## config.mk

```make
export PLATFORM = sky130hd
export DESIGN_NAME = seq_div
export DESIGN_NICKNAME = d
export VERILOG_FILES = /design/src/rtl/seq_div.sv
export SDC_FILE = /design/constraint.sdc
export NUM_CORES = 1
export LEC_CHECK = 0
export ABC_AREA = 1
export CAP_MARGIN = 40
export CORE_MARGIN = 2
export CORE_UTILIZATION = 30
export DETAILED_ROUTE_END_ITERATION = 10
export PLACE_DENSITY = 0.48
export SLEW_MARGIN = 20
export SYNTH_ARGS = -nofsm -noshare
export SYNTH_HDL_FRONTEND = slang
export SYNTH_SLANG_ARGS = --single-unit
```

## constraint.sdc

```tcl
create_clock -name clk -period 6.4 [get_ports clk]
set_input_delay 1.6 -clock clk [delete_from_list [all_inputs] [get_ports clk]]
set_output_delay 1.6 -clock clk [all_outputs]
set_load 0.01 [all_outputs]
```

## src/rtl/seq_div.sv

```systemverilog
// Iterative radix-2 restoring divider: quotient/remainder in 33 cycles.
// Optional DIV_ZERO_FAST_EN: one-cycle divide-by-zero path with dz flag.
module seq_div #(
    parameter int WIDTH = 32
) (
    input  logic             clk,
    input  logic             reset,
    input  logic             start,
    input  logic             sign,
    input  logic [WIDTH-1:0] a,
    input  logic [WIDTH-1:0] b,
    output logic             busy,
    output logic             done,
    output logic [WIDTH-1:0] shang,
`ifdef DIV_ZERO_FAST_EN
    output logic [WIDTH-1:0] yushu,
    output logic             dz
`else
    output logic [WIDTH-1:0] yushu
`endif
);

    localparam int CW = $clog2(WIDTH);

    typedef enum logic [1:0] {
        S_IDLE,
        S_CALC,
        S_FIX
    } state_t;

    state_t r_state;
    state_t w_state_nxt;

    logic [WIDTH-1:0] r_dvd;
    logic [WIDTH-1:0] r_dvs;
    logic [WIDTH:0]   r_rem;
    logic [CW-1:0]    r_cnt;
    logic             r_sgn_q;
    logic             r_sgn_r;
    logic [WIDTH-1:0] r_shang;
    logic [WIDTH-1:0] r_yushu;
    logic             r_busy;
    logic             r_done;

    logic [WIDTH-1:0] w_a_mag;
    logic [WIDTH-1:0] w_b_mag;
    logic [WIDTH+1:0] w_shift;
    logic [WIDTH+1:0] w_trial;
    logic             w_ge;
    logic             w_last;

`ifdef DIV_ZERO_FAST_EN
    logic r_dz;
    logic r_dz_pend;
    logic w_zero;

    assign w_zero = (b == '0);
    assign dz     = r_dz;
`endif

    assign w_a_mag = (sign && a[WIDTH-1]) ? -a : a;
    assign w_b_mag = (sign && b[WIDTH-1]) ? -b : b;

    // Borrow out of the wide subtract means the trial went negative.
    assign w_shift = {r_rem, r_dvd[WIDTH-1]};
    assign w_trial = w_shift - {2'b00, r_dvs};
    assign w_ge    = ~w_trial[WIDTH+1];
    assign w_last  = (r_cnt == CW'(WIDTH - 1));

    always_ff @(posedge clk or posedge reset) begin
        if (reset) begin
            r_state <= S_IDLE;
        end else begin
            r_state <= w_state_nxt;
        end
    end

    always_comb begin
        w_state_nxt = r_state;
        unique case (r_state)
            S_IDLE: begin
                if (start) begin
`ifdef DIV_ZERO_FAST_EN
                    w_state_nxt = w_zero ? S_FIX : S_CALC;
`else
                    w_state_nxt = S_CALC;
`endif
                end
            end
            S_CALC: begin
                if (w_last) begin
                    w_state_nxt = S_FIX;
                end
            end
            S_FIX: begin
                w_state_nxt = S_IDLE;
            end
            default: begin
                w_state_nxt = S_IDLE;
            end
        endcase
    end

    always_ff @(posedge clk or posedge reset) begin
        if (reset) begin
            r_dvd     <= '0;
            r_dvs     <= '0;
            r_rem     <= '0;
            r_cnt     <= '0;
            r_sgn_q   <= 1'b0;
            r_sgn_r   <= 1'b0;
            r_shang   <= '0;
            r_yushu   <= '0;
            r_busy    <= 1'b0;
            r_done    <= 1'b0;
`ifdef DIV_ZERO_FAST_EN
            r_dz      <= 1'b0;
            r_dz_pend <= 1'b0;
`endif
        end else begin
            r_busy <= (w_state_nxt != S_IDLE);
            r_done <= (r_state == S_FIX);
            unique case (r_state)
                S_IDLE: begin
                    if (start) begin
                        r_sgn_q <= sign & (a[WIDTH-1] ^ b[WIDTH-1]);
                        r_sgn_r <= sign & a[WIDTH-1];
                        r_dvd   <= w_a_mag;
                        r_dvs   <= w_b_mag;
                        r_rem   <= '0;
                        r_cnt   <= '0;
`ifdef DIV_ZERO_FAST_EN
                        r_dz      <= 1'b0;
                        r_dz_pend <= w_zero;
                        // Preload FIX with the raw divide-by-zero result.
                        if (w_zero) begin
                            r_dvd   <= '1;
                            r_rem   <= {1'b0, a};
                            r_sgn_q <= 1'b0;
                            r_sgn_r <= 1'b0;
                        end
`endif
                    end
                end
                S_CALC: begin
                    r_dvd <= {r_dvd[WIDTH-2:0], w_ge};
                    r_rem <= w_ge ? w_trial[WIDTH:0] : w_shift[WIDTH:0];
                    r_cnt <= r_cnt + 1'b1;
                end
                S_FIX: begin
                    r_shang <= r_sgn_q ? -r_dvd : r_dvd;
                    r_yushu <= r_sgn_r ? -r_rem[WIDTH-1:0]
                                       : r_rem[WIDTH-1:0];
`ifdef DIV_ZERO_FAST_EN
                    r_dz    <= r_dz_pend;
`endif
                end
                default: begin
                end
            endcase
        end
    end

    assign busy  = r_busy;
    assign done  = r_done;
    assign shang = r_shang;
    assign yushu = r_yushu;

endmodule

```

==> results.tsv, run 1 <==
metric	value	unit
outcome	complete, no violations	
CTS Buf Count	17	
top cell type's share of synthesized area	32.7	%
largest net degree at the start of global routing	83	
vias in the first global route	12600	
multi-input logic area	0.00750	sq mm
met2 routed WL	18600	um
H-Tree Depth	4	
Fin. Hold Viols	0	
Max Freq	269	MHz
synth cell count leaders	nand2_1, inv_1, nor2_1	
VDD IR max	0.216	mV
placed cells	2650	
final net count	2192	
Hold Crit Start	yushu[7]	
fin util	36.3	%
Post-DRT Antenna Nets	0	
CP arrival	4.03	ns
reg2reg start	r_rem[6]	
setup TNS	0	ns
Leak	7.45	nW
critical path endpoint category	register	
final instance area	0.0157	sq mm
CTS root buffer	clkbuf_16	
final estimated routing congestion in global placement	0.899	
WS Path Type	primary input to register	
Post-Syn Area per Cell	6.62	sq um
area growth from synthesis to layout	19.2	%
Worst EP required	6.71	ns
CTS Sinks	172	
Post-CTS Hold Buffers	0	
Worst R2R Setup Slack	3.45	ns
drt drc	0	
Hold Crit Class	register to register	
wire per inst	16.6	um
Initial DRC Count	989	
combinational family with the most area after synthesis	simple AND/OR/NAND/NOR gates	
layout cells sized above 1	5.05	%
Post-CTS Setup Repair Bufs	0	
DRT Wirelength	44400	um
Slew headroom	50.1	%
Die X	213	um
R2R Path End	r_rem[19]	
most frequent cell after synthesis	nand2_1	
register area	0.00430	sq mm
hold path cells	2	
initial core utilization	30.5	%
Tot GR Track Use	20.5	%
IO buf count	133	
post-synthesis cell area	0.0131	sq mm
Tcrit/Tclk final	58.2	%
Post-synth ARST share	100	%
Compound-Gate Fraction of Synth Area	10.4	%
simple-gate share of the synthesized area	36.9	%
WL met3	1870	um
Synth area leader	dfrtp_1	
crit start category	primary input	
Die Ht	213	um
Max Cap Viol	0	
Endpoint, Worst Hold	yushu[7]	
DIE AREA	0.0455	sq mm
pin slew with the least headroom to its limit	0.746	ns
# diodes	0	
post-cts resize count	0	
Core Area	0.0432	sq mm
dpl cell area	0.0150	sq mm
placed wire-length estimate	35400	um
Top FF cell, synth	dfrtp_1	
Final min period	3.72	ns
crit path max fanout	27	
number of synthesized register bits	172	
pwr dens	530	mW/mm^2
M1 wire length	22700	um
Yosys warning count	0	
post-synth net total	2092	
Yosys cell types	49	
clock latency at the later pin of the worst-skew pair	0.46	ns
Final setup violation count	0	
FP Rows	76	
Post-Synth Adder-Cell Area	3.77	%
fin cells	2683	
Post-synth EDFFs	0	
WHS	0.480	ns
skew final	0.0139	ns
Post-Synthesis Cells	1985	
first-pass GRT wire length	71900	um
RSZ-0062 raised after global routing	false	
CTS tree	yes	
clk buf depth	2	
vias	12900	
Via-to-Cell Ratio	4.80	
total gr overflow	0	
final count of pins violating max slew	0	
FF-to-FF path depth	14	
I/O pin total	134	
1st-pass router iterations	5	
initial antenna violation count	0	
post-synthesis xor/xnor area fraction	5.73	%
Synth area leaders	dfrtp_1, nand2_1, nand3_1, inv_1, nor2_1	
sequential-to-total area share from yosys stat	32.7	%
highest metal used	met4	
Clk pin slew, worst setup/hold paths	0.07	ns
post-synthesis mux area share	0	%
Fillers	4675	
through the flow:
step           power, W  setup slack, ns
2_1_floorplan   0.00573            0.140
3_5_place_dp    0.00721             2.21
6_report        0.00831             2.68
3_3_place_gp    0.00714             2.19
4_1_cts         0.00833             2.71
5_1_grt         0.00920             2.41
placed cells by master (no fill, tap or decap), types with 10 or more instances in the layout:
cell type / synthesis / layout
nor2_1: 205 / 203
a22oi_1: 26 / 26
clkbuf_16: 0 / 17
inv_1: 262 / 261
nand4_1: 26 / 26
nand3_1: 199 / 198
o31ai_1: 12 / 12
a31oi_1: 10 / 10
clkdlybuf4s50_1: 0 / 133
dfrtp_1: 172 / 172
o21ai_0: 113 / 113
nand2_1: 585 / 585
nand3b_1: 15 / 15
ha_1: 38 / 38
xnor2_1: 24 / 24
nor3_1: 22 / 22
a21oi_1: 48 / 48
xor2_1: 62 / 62
nand3_2: 14 / 15
metal layers:
metal	GRT usage (%)	vias to the layer above
li1	-	6588
met1	30.4	5981
met2	30.2	278
met3	2.93	42
met4	7.42	0
met5	0	-
cells by family after synthesis:
kind of cell / Yosys count
compound gates: 237
fa+ha+maj: 39
buf+inv: 338
simple gates: 1113
xor+xnor: 86
flops: 172
power by group:
| part | internal (W) | switching, W |
|---|---|---|
| Sequential | 0.00149 | 0.000532 |
| Combinational | 0.00182 | 0.00338 |
| Clock | 0.000617 | 0.000472 |
| Total | 0.00392 | 0.00439 |
sequential cells by signal (all words and copies together), names as in the netlist:
register,count
shang,32
done,1
r_state,2
r_rem,33
yushu,32
r_sgn_r,1
r_cnt,5
r_dvd,32
r_sgn_q,1
r_dvs,32
busy,1
worst max-delay path: stages:
cell	delay, ns
clkdlybuf4s50_1	0.48
nand2_1	0.39
clkinv_1	0.72
nand2_1	0.32
nand2_1	0.09
or2_2	0.27
nand3_1	0.06
o21ai_0	0.10
worst max-delay path by stage:
stage | startpoint | endpoint | slack, ns | depth (start not counted)
3_5_place_dp | sign | r_dvs[29] | 2.21 | 8
6_report | sign | r_dvs[29] | 2.68 | 8
2_1_floorplan | reset | busy | 0.14 | 1
5_1_grt | sign | r_dvs[29] | 2.41 | 8
3_3_place_gp | sign | r_dvs[29] | 2.19 | 8
4_1_cts | sign | r_dvs[29] | 2.71 | 8
final cells by class:
| type | count | share of cell area (%) |
|---|---|---|
| multi-input cells | 1475 | 47.8 |
| flip-flops and latches | 172 | 27.5 |
| repair buffers | 146 | 9.63 |
| inverters | 273 | 6.57 |
| well taps | 585 | 4.67 |
| clock buffers | 23 | 3.11 |
| clock inverters | 9 | 0.703 |
(Power assumes the default switching activity.)
==> run 2: changes to the inputs <==
==> constraint.sdc (replaced) <==
create_clock -name clk -period 3.1 [get_ports clk]
set_input_delay 0.775 -clock clk [delete_from_list [all_inputs] [get_ports clk]]
set_output_delay 0.775 -clock clk [all_outputs]
set_load 0.01 [all_outputs]
==> run 2 against run 1 <==
Against the previous run: critical path depth rose by 5; non-clock buffer count rose by 13; combinational power rose by 110%; setup slack got worse by 2.2 ns; final area grew 0.52%; flip-flop and latch count is the same; sequential share of layout area shrank 0.14 points; clock power rose by 98%; register-to-register slack worse by 3.0 ns; clock skew down 0.0016 ns; critical endpoint is now r_rem[19]; largest cell class unchanged; highest routed layer unchanged.
==> results.tsv, run 2 (synthesis results as in run 1) <==
metric	value	unit	change
initial antenna violation count	0		unchanged
Core Area	0.0432	sq mm	unchanged
final net count	2205		+0.59%
CTS root buffer	clkbuf_16		
Clk pin slew, worst setup/hold paths	0.07	ns	about the same
outcome	complete, no violations		
Initial DRC Count	916		-7.4%
Max Cap Viol	0		unchanged
Post-CTS Hold Buffers	0		unchanged
CTS Buf Count	17		unchanged
Slew headroom	58.2	%	+8.1 points
Via-to-Cell Ratio	4.75		-1.1%
clock latency at the later pin of the worst-skew pair	0.45	ns	about the same
initial core utilization	30.5	%	unchanged
VDD IR max	0.537	mV	+150%
Fin. Hold Viols	0		unchanged
CTS tree	yes		
IO buf count	133		unchanged
pin slew with the least headroom to its limit	0.622	ns	-0.125 ns
final count of pins violating max slew	0		unchanged
fin cells	2696		+0.48%
fin util	36.5	%	+0.19 points
total gr overflow	0		unchanged
Leak	7.49	nW	+0.62%
setup TNS	0	ns	unchanged
H-Tree Depth	4		unchanged
Max Freq	379	MHz	
RSZ-0062 raised after global routing	false		
1st-pass router iterations	6		+1
# diodes	0		unchanged
area growth from synthesis to layout	19.8	%	
WS Path Type	register to register		
critical path endpoint category	register		
pwr dens	1080	mW/mm^2	+100%
max FFs per register	33		unchanged
vias	12800		-0.62%
DIE AREA	0.0455	sq mm	unchanged
skew final	0.0123	ns	-0.00162 ns
Post-CTS Setup Repair Bufs	0		unchanged
Tot GR Track Use	19.9	%	-0.60 points
Fillers	4717		+0.90%
Tcrit/Tclk final	85.1	%	
Die Ht	213	um	unchanged
vias in the first global route	12400		-1.3%
I/O pin total	134		unchanged
largest reg by FF count	r_rem		
layout cells sized above 1	5.68	%	+0.63 points
crit start category	register		
Hold Crit Class	register to register		
Post-DRT Antenna Nets	0		unchanged
wire per inst	16.1	um	-2.7%
crit path max fanout	34		+26%
placed wire-length estimate	34800	um	-1.7%
first-pass GRT wire length	70200	um	-2.4%
largest net degree at the start of global routing	81		-2.4%
commonest non-fill, non-tap cell in the layout	nand2_1		
WHS	0.478	ns	-0.00273 ns
placed cells	2664		+0.53%
Final min period	2.64	ns	
clk buf depth	2		unchanged
post-cts resize count	0		unchanged
FP Rows	76		unchanged
drt drc	0		unchanged
DRT Wirelength	43500	um	-2.2%
Die X	213	um	unchanged
final estimated routing congestion in global placement	0.908		+1.0%
CTS Sinks	172		unchanged
commonest cells after routing, fill and taps aside	nand2_1, inv_1, nor2_1		
Final setup violation count	0		unchanged
Worst EP required	3.44	ns	-3.27 ns
CP arrival	2.98	ns	-1.05 ns
## run 2: cell count changes in the layout (fill, tap and decap cells not counted), sizes merged
cell,previous run,this run
clkinvlp,3,5
clkbuf,23,19
bufinv,2,1
buf,13,26
inv,272,275
## run 2: final timing paths
path / start / end / slack (ns) / depth (start not counted)
hold reg to reg: yushu[31] / yushu[31] / 0.48 / 2
setup / recovery: r_rem[18] / r_rem[19] / 0.46 / 13
hold / removal: yushu[31] / yushu[31] / 0.48 / 2
max in group asynchronous: reset / yushu[18] / 1.72 / 3
setup reg to reg: r_rem[18] / r_rem[19] / 0.46 / 13
min in group asynchronous: reset / shang[31] / 0.73 / 2
## run 2: critical path, cell delays in order, from the launching register on
cell and delay [ns]:
dfrtp_1 0.50, ha_1 0.47, nand2_1 0.15, inv_1 0.08
nand2_1 0.05, nand2_1 0.12, nand2_1 0.10, a21oi_2 0.19
nor2_4 0.07, nand3_2 0.07, buf_4 0.32, nand3_1 0.20
nand3_1 0.13, nand2_1 0.05
## run 2: final cells by class
cell class	instances	area [sq um]	area share (%)
multi-input cells	1475	7500	47.6
flip-flops and latches	172	4300	27.3
repair buffers	159	1610	10.2
inverters	273	1030	6.53
well taps	585	732	4.65
clock buffers	19	443	2.81
clock inverters	13	133	0.842
## run 2: power by group
part	leakage [nW]	switching (W)	internal [W]
combinational	5.14	0.00693	0.00382
sequential	2.08	0.00105	0.00307
clock	0.269	0.00101	0.00115
## run 2: routing by layer
| layer | track usage [%] | vias up | wire length [um] |
|---|---|---|---|
| met5 | 0 | - | 0 |
| met4 | 4.93 | 0 | 754 |
| met3 | 2.49 | 33 | 1620 |
| met2 | 31.1 | 269 | 19100 |
| met1 | 29.2 | 5907 | 22000 |
| li1 | - | 6600 | - |
## run 2: metrics by stage
| stage | area, sq um | setup WS (ns) | power [W] |
|---|---|---|---|
| finish | 15800 | 0.463 | 0.0170 |
| global route | 15800 | 0.249 | 0.0189 |
| CTS | 15800 | 0.468 | 0.0171 |
| detailed placement | 15200 | 0.231 | 0.0149 |
| global placement | 15200 | 0.352 | 0.0148 |
| floorplan | 13200 | 0.128 | 0.0118 |
